==> src/rtl/s_dadda_arb2_pkg.sv <==
// Shared types and helpers for the two-requester Dadda multiplier arbiter.
package s_dadda_arb2_pkg;

    localparam int OP_W   = 4;
    localparam int PROD_W = 8;

    typedef enum logic [1:0] {
        IDLE = 2'd0,
        MUL  = 2'd1,
        RESP = 2'd2
    } state_t;

    typedef struct packed {
        logic [OP_W-1:0] a;
        logic [OP_W-1:0] b;
    } op_pair_t;

    // {carry, sum}
    function automatic logic [1:0] fa(input logic x, input logic y, input logic z);
        return {(x & y) | (x & z) | (y & z), x ^ y ^ z};
    endfunction

    function automatic logic [1:0] ha(input logic x, input logic y);
        return {x & y, x ^ y};
    endfunction

endpackage

==> src/rtl/s_dadda_rca4.sv <==
// 4x4 signed multiplier: Baugh-Wooley partial products, Dadda reduction
// to two rows, ripple-carry final adder.
module s_dadda_rca4
    import s_dadda_arb2_pkg::*;
(
    input  logic [OP_W-1:0]   a,
    input  logic [OP_W-1:0]   b,
    output logic [PROD_W-1:0] prod
);

    logic [OP_W-1:0][OP_W-1:0] pp;

    // Terms pairing exactly one sign bit are inverted; the matching
    // correction constants are a 1 in column 4 and a 1 in column 7.
    always_comb begin
        for (int i = 0; i < OP_W; i++) begin
            for (int j = 0; j < OP_W; j++) begin
                pp[i][j] = (a[i] & b[j]) ^ ((i == OP_W-1) != (j == OP_W-1));
            end
        end
    end

    logic s1_3, c1_4, s1_4, c1_5;
    logic s2_2, c2_3, s2_3, c2_4, s2_4, c2_5, s2_5, c2_6;

    // Stage 1: max column height 4 -> 3
    assign {c1_4, s1_3} = ha(pp[3][0], pp[2][1]);
    assign {c1_5, s1_4} = fa(pp[3][1], pp[2][2], pp[1][3]);

    // Stage 2: max column height 3 -> 2
    assign {c2_3, s2_2} = ha(pp[2][0], pp[1][1]);
    assign {c2_4, s2_3} = fa(s1_3, pp[1][2], pp[0][3]);
    assign {c2_5, s2_4} = fa(s1_4, 1'b1, c1_4);
    assign {c2_6, s2_5} = fa(pp[3][2], pp[2][3], c1_5);

    logic [6:0] row_x, row_y;
    logic [7:0] cy;

    assign row_x = {pp[3][3], s2_5, s2_4, s2_3, s2_2, pp[1][0], pp[0][0]};
    assign row_y = {c2_6, c2_5, c2_4, c2_3, pp[0][2], pp[0][1], 1'b0};
    assign cy[0] = 1'b0;

    for (genvar k = 0; k < 7; k++) begin : g_rca
        assign {cy[k+1], prod[k]} = fa(row_x[k], row_y[k], cy[k]);
    end

    // Column-7 correction constant folds into the final carry.
    assign prod[7] = ~cy[7];

endmodule

==> src/rtl/s_dadda_arb2.sv <==
// Round-robin arbiter sharing one 4x4 signed multiplier between two requesters.
// Optional per-requester accept counters under S_DADDA_ARB2_CNT_EN.
module s_dadda_arb2
    import s_dadda_arb2_pkg::*;
#(
    parameter int PRIO_INIT = 0
) (
    input  logic              clk,
    input  logic              rst,
    input  logic              req0_valid,
    output logic              req0_ready,
    input  logic [OP_W-1:0]   req0_a,
    input  logic [OP_W-1:0]   req0_b,
    input  logic              req1_valid,
    output logic              req1_ready,
    input  logic [OP_W-1:0]   req1_a,
    input  logic [OP_W-1:0]   req1_b,
    output logic              resp0_valid,
    input  logic              resp0_ready,
    output logic [PROD_W-1:0] resp0_prod,
    output logic              resp1_valid,
    input  logic              resp1_ready,
    output logic [PROD_W-1:0] resp1_prod
`ifdef S_DADDA_ARB2_CNT_EN
    ,
    output logic [7:0]        grant_cnt0,
    output logic [7:0]        grant_cnt1
`endif
);

    state_t            state_q;
    op_pair_t          ops_q;
    logic              grant_q;
    logic              prio_q;
    logic [PROD_W-1:0] prod_q;
    logic [1:0]        resp_vld_q;
    logic [PROD_W-1:0] mul_out;

    logic sel, accept, resp_hs;

    always_comb begin
        sel     = (req0_valid && req1_valid) ? prio_q : req1_valid;
        accept  = (state_q == IDLE) && !rst && (req0_valid || req1_valid);
        resp_hs = (state_q == RESP) && (grant_q ? resp1_ready : resp0_ready);
    end

    assign req0_ready  = accept && !sel;
    assign req1_ready  = accept && sel;
    assign resp0_valid = resp_vld_q[0];
    assign resp1_valid = resp_vld_q[1];
    assign resp0_prod  = resp_vld_q[0] ? prod_q : '0;
    assign resp1_prod  = resp_vld_q[1] ? prod_q : '0;

    s_dadda_rca4 u_mul (
        .a    (ops_q.a),
        .b    (ops_q.b),
        .prod (mul_out)
    );

    always_ff @(posedge clk or posedge rst) begin
        if (rst) begin
            state_q    <= IDLE;
            ops_q      <= '0;
            grant_q    <= 1'b0;
            prio_q     <= 1'(PRIO_INIT);
            prod_q     <= '0;
            resp_vld_q <= '0;
        end else begin
            case (state_q)
                IDLE: if (accept) begin
                    ops_q   <= sel ? op_pair_t'{req1_a, req1_b} : op_pair_t'{req0_a, req0_b};
                    grant_q <= sel;
                    state_q <= MUL;
                end
                MUL: begin
                    prod_q     <= mul_out;
                    resp_vld_q <= grant_q ? 2'b10 : 2'b01;
                    state_q    <= RESP;
                end
                RESP: if (resp_hs) begin
                    resp_vld_q <= '0;
                    prod_q     <= '0;
                    prio_q     <= ~grant_q;
                    state_q    <= IDLE;
                end
                default: state_q <= IDLE;
            endcase
        end
    end

`ifdef S_DADDA_ARB2_CNT_EN
    logic [7:0] cnt0_q, cnt1_q;

    always_ff @(posedge clk or posedge rst) begin
        if (rst) begin
            cnt0_q <= '0;
            cnt1_q <= '0;
        end else if (accept) begin
            if (sel) cnt1_q <= cnt1_q + 8'd1;
            else     cnt0_q <= cnt0_q + 8'd1;
        end
    end

    assign grant_cnt0 = cnt0_q;
    assign grant_cnt1 = cnt1_q;
`endif

endmodule

==> config.mk <==
export PLATFORM = sky130hd
export DESIGN_NAME = s_dadda_arb2
export DESIGN_NICKNAME = d
export VERILOG_FILES = /design/src/rtl/s_dadda_arb2_pkg.sv /design/src/rtl/s_dadda_rca4.sv /design/src/rtl/s_dadda_arb2.sv
export SDC_FILE = /design/constraint.sdc
export NUM_CORES = 1
export LEC_CHECK = 0
export ABC_CLOCK_PERIOD_IN_PS = 8100
export CAP_MARGIN = 20
export CORE_ASPECT_RATIO = 1.75
export CORE_MARGIN = 1
export CORE_UTILIZATION = 50
export DETAILED_ROUTE_END_ITERATION = 16
export PLACE_DENSITY_LB_ADDON = 0.05
export SYNTH_ARGS = -nofsm -noshare
export SYNTH_HDL_FRONTEND = slang
export SYNTH_SLANG_ARGS = --single-unit
==> constraint.sdc <==
create_clock -name clk -period 8.1 [get_ports clk]
set_input_delay 0.81 -clock clk [delete_from_list [all_inputs] [get_ports clk]]
set_output_delay 0.81 -clock clk [all_outputs]
set_load 0.01 [all_outputs]
==> results.toml <==
[place]
post-place-cells = 182
place_worst_setup_slack_ns = 4.53
placed_area_um2 = 1830
hpwl_um = 2160
globalplace.congestion = 0.794
portBuffers = 41

[finish]
number_of_nets_in_the_final_layout = 194
flow.area_growth_from_synthesis_pct = 33.8
finalInstanceArea_um2 = 1900
drive_gt1_frac = 0.113
final_cell_count_no_fill = 186
final_util = 0.707
n_antenna_cell = 0

[pwr]
leakage_nw = 0.772
power.density_nw_per_um2 = 436
peakVddDrop_mv = 0.260
power.combinational.fraction = 0.607
netSwitchingPower_mw = 0.326
power.clock.fraction = 0.122
internal-power_mw = 0.505
power.share.sequential = 0.271
post_layout_total_power_mw = 0.830
power_switching_share = 0.392

[setup_path]
setup.worst_path.class = "primary input to output pin"
cp_cell_sequence = "clkdlybuf4s50_1, nor3_2, nor3b_1, clkdlybuf4s50_1"
worst_ep_arrival_time_ns = 2.75
kind_of_cell_adding_the_most_delay_to_the_critical_path = "buffers and inverters"
crit_slowest_cell = "nor3_2"
worst_path_most_repeated_cell = "clkdlybuf4s50_1"
critical_path.startpoint_type = "primary input"
timing.critical_path.slowest_cell_delay_ns = 0.65
crit_path_buffers_inverters = 2
crit_end_element = "output pin"
critical_path_required_ns = 7.29
crit_fanout = 11

[cts]
worst_setup_hold_path_clk_slew_ns = 0.08
cts-htree-levels = 1
ctsLongestPathBuffers = 2
postCtsResizedCells = 0
cts_tree = "yes"
cts-hold-fix-buffers = 0
insertion_delay_ns = 0.26
postCtsSetupBuffers = 0
sinks_on_the_clock_net = 22
cts_made_buffers = 3
cts_root_buf = "clkbuf_8"

[floorplanning]
boundaryPins = 42
fp-row-count = 25
start_util = 0.529
fp.dieH_um = 72.6
die_area_um2 = 3070
die_x_um = 42.3
area_of_the_core_um2 = 2690

[grt]
antenna_found_initial = 0
gr-total-overflow = 0
vias_in_the_first_global_route = 1048
grt_usage = 0.195
maximum_number_of_pins_on_one_net_before_global_route_repair = 23
grt_pass1_wl_um = 4710

[timing]
timing.final.hold_violations = 0
tns_ns = 0
period_minus_ws_final_ns = 3.56
maxSlewHeadroom = 0.444
final-setup-viol-count = 0
max_freq_mhz = 281
finalHoldWorstSlack_ns = 0.512
rsz0062_at_grt = "no"
worst-slew-pin-transition_ns = 0.829
period_share = 0.440
report.final.slew_viol_count = 0
fin_worst_skew_ns = 0.00294
layout_setup_ws_ns = 4.54

[detailed_routing]
drt_iter0_markers = 9
post-route-drc-count = 0
routed_wl_um = 2630
dr_total_vias = 1057
post_drt_wl_per_cell_um = 14.1
ant_nets = 0
first_pass_iters = 4
route.detailed.vias_per_inst = 5.68

[synthesis]
synth.most_common_cell = "and2_1"
number_of_flip_flops_and_latches_in_the_synthesized_netlist = 22
list_of_most_frequent_post_synthesis_cells = "27 x and2_1, 22 x dfrtp_1, 8 x a2bb2oi_2, 8 x fa_1, 8 x o32ai_1"
async_flop_share = 1.00
syn-mean-instance-area_um2 = 12.0
synthesis.yosys.warnings = 0
postSynthNetCount = 153
netlist-cell-type-count = 29
register_area_share_after_synthesis = 0.387
synth_enable_flop_cells = 0
yosys_most_used_dff = "dfrtp_1"
synth.largest_area_cell = "dfrtp_1"
synth_top_cell_area_share = 0.387
mapped_cells = 119
netlist_top_cells_area = "dfrtp_1 39%, and2_1 12%, fa_1 11%, a2bb2oi_2 8.4%, o32ai_1 4.9%"
synthesis.area_um2 = 1420

[run_status]
run_status = "finished, final reports clean"

[hold_path]
holdCritPathClass = "flop to flop"

[run]
max-cap-violations = 0
## path summary, 6_finish.rpt
| kind | from | end | slack (ns) | depth (start not counted) |
|---|---|---|---|---|
| max | rst | req1_ready | 4.54 | 4 |
| min | prod_q[6] | prod_q[6] | 0.51 | 1 |
| max reg2reg | ops_q[1] | prod_q[7] | 4.92 | 9 |
| min reg2reg | prod_q[6] | prod_q[6] | 0.51 | 1 |
| max in group asynchronous | rst | ops_q[4] | 6.48 | 2 |
| min in group asynchronous | rst | grant_q | 1.10 | 2 |
## worst reg2reg max path, cell delays in order, from the launching register on
cell and delay, ns:
dfrtp_1 0.45, and2_1 0.18, ha_1 0.30, fa_1 0.57, fa_1 0.18, inv_1 0.05
fa_1 0.38, fa_1 0.40, fa_1 0.38, a22o_1 0.21
## layout make-up
type,count,area [µm²]
Clock buffer,3,41.3
Clock inverter,1,30.0
Fill cell,212,787
Inverter,5,18.8
Multi-Input combinational cell,87,818
Sequential cell,22,551
Tap cell,27,33.8
Timing Repair Buffer,41,410
## power groups by stage
stage                     combinational, mW  clock [mW]  sequential, mW
after global routing                  0.572       0.106           0.235
final                                 0.504       0.102           0.225
after CTS                             0.513       0.104           0.225
after floorplan                       0.393           0           0.208
after global placement                0.492           0           0.222
after detailed placement              0.513           0           0.226
## sequential cells by signal, indices dropped and copies added, names as in the netlist
register / cells
grant_q: 1
resp_vld_q: 2
state_q: 2
prio_q: 1
prod_q: 8
ops_q: 8
## cell usage in the layout, fill, tap and decap left out, types with 3 or more instances in the layout
cell type        count
clkdlybuf4s50_1     41
o2bb2ai_1            5
nand2_1              5
fa_1                 8
ha_1                 4
o32ai_1              8
clkbuf_8             3
a22o_1               5
dfrtp_1             22
inv_1                4
and2_1              27
a2bb2oi_2            8
## per-layer routing
layer,track usage,vias up,share of wire
li1,-,510,-
met1,0.204,507,0.36
met2,0.390,36,0.59
met3,0.0149,4,0.032
met4,0.0729,0,0.013
met5,0,-,0
## kinds of logic (layout without fill, tap and decap cells)
group	after synthesis	in the layout	synth area share
simple gates	41	41	0.180
compound gates	33	33	0.237
flops	22	22	0.387
fa+ha+maj	12	12	0.148
buf+inv	10	50	0.0378
mux	1	1	0.0106
(Power assumes the default switching activity.)
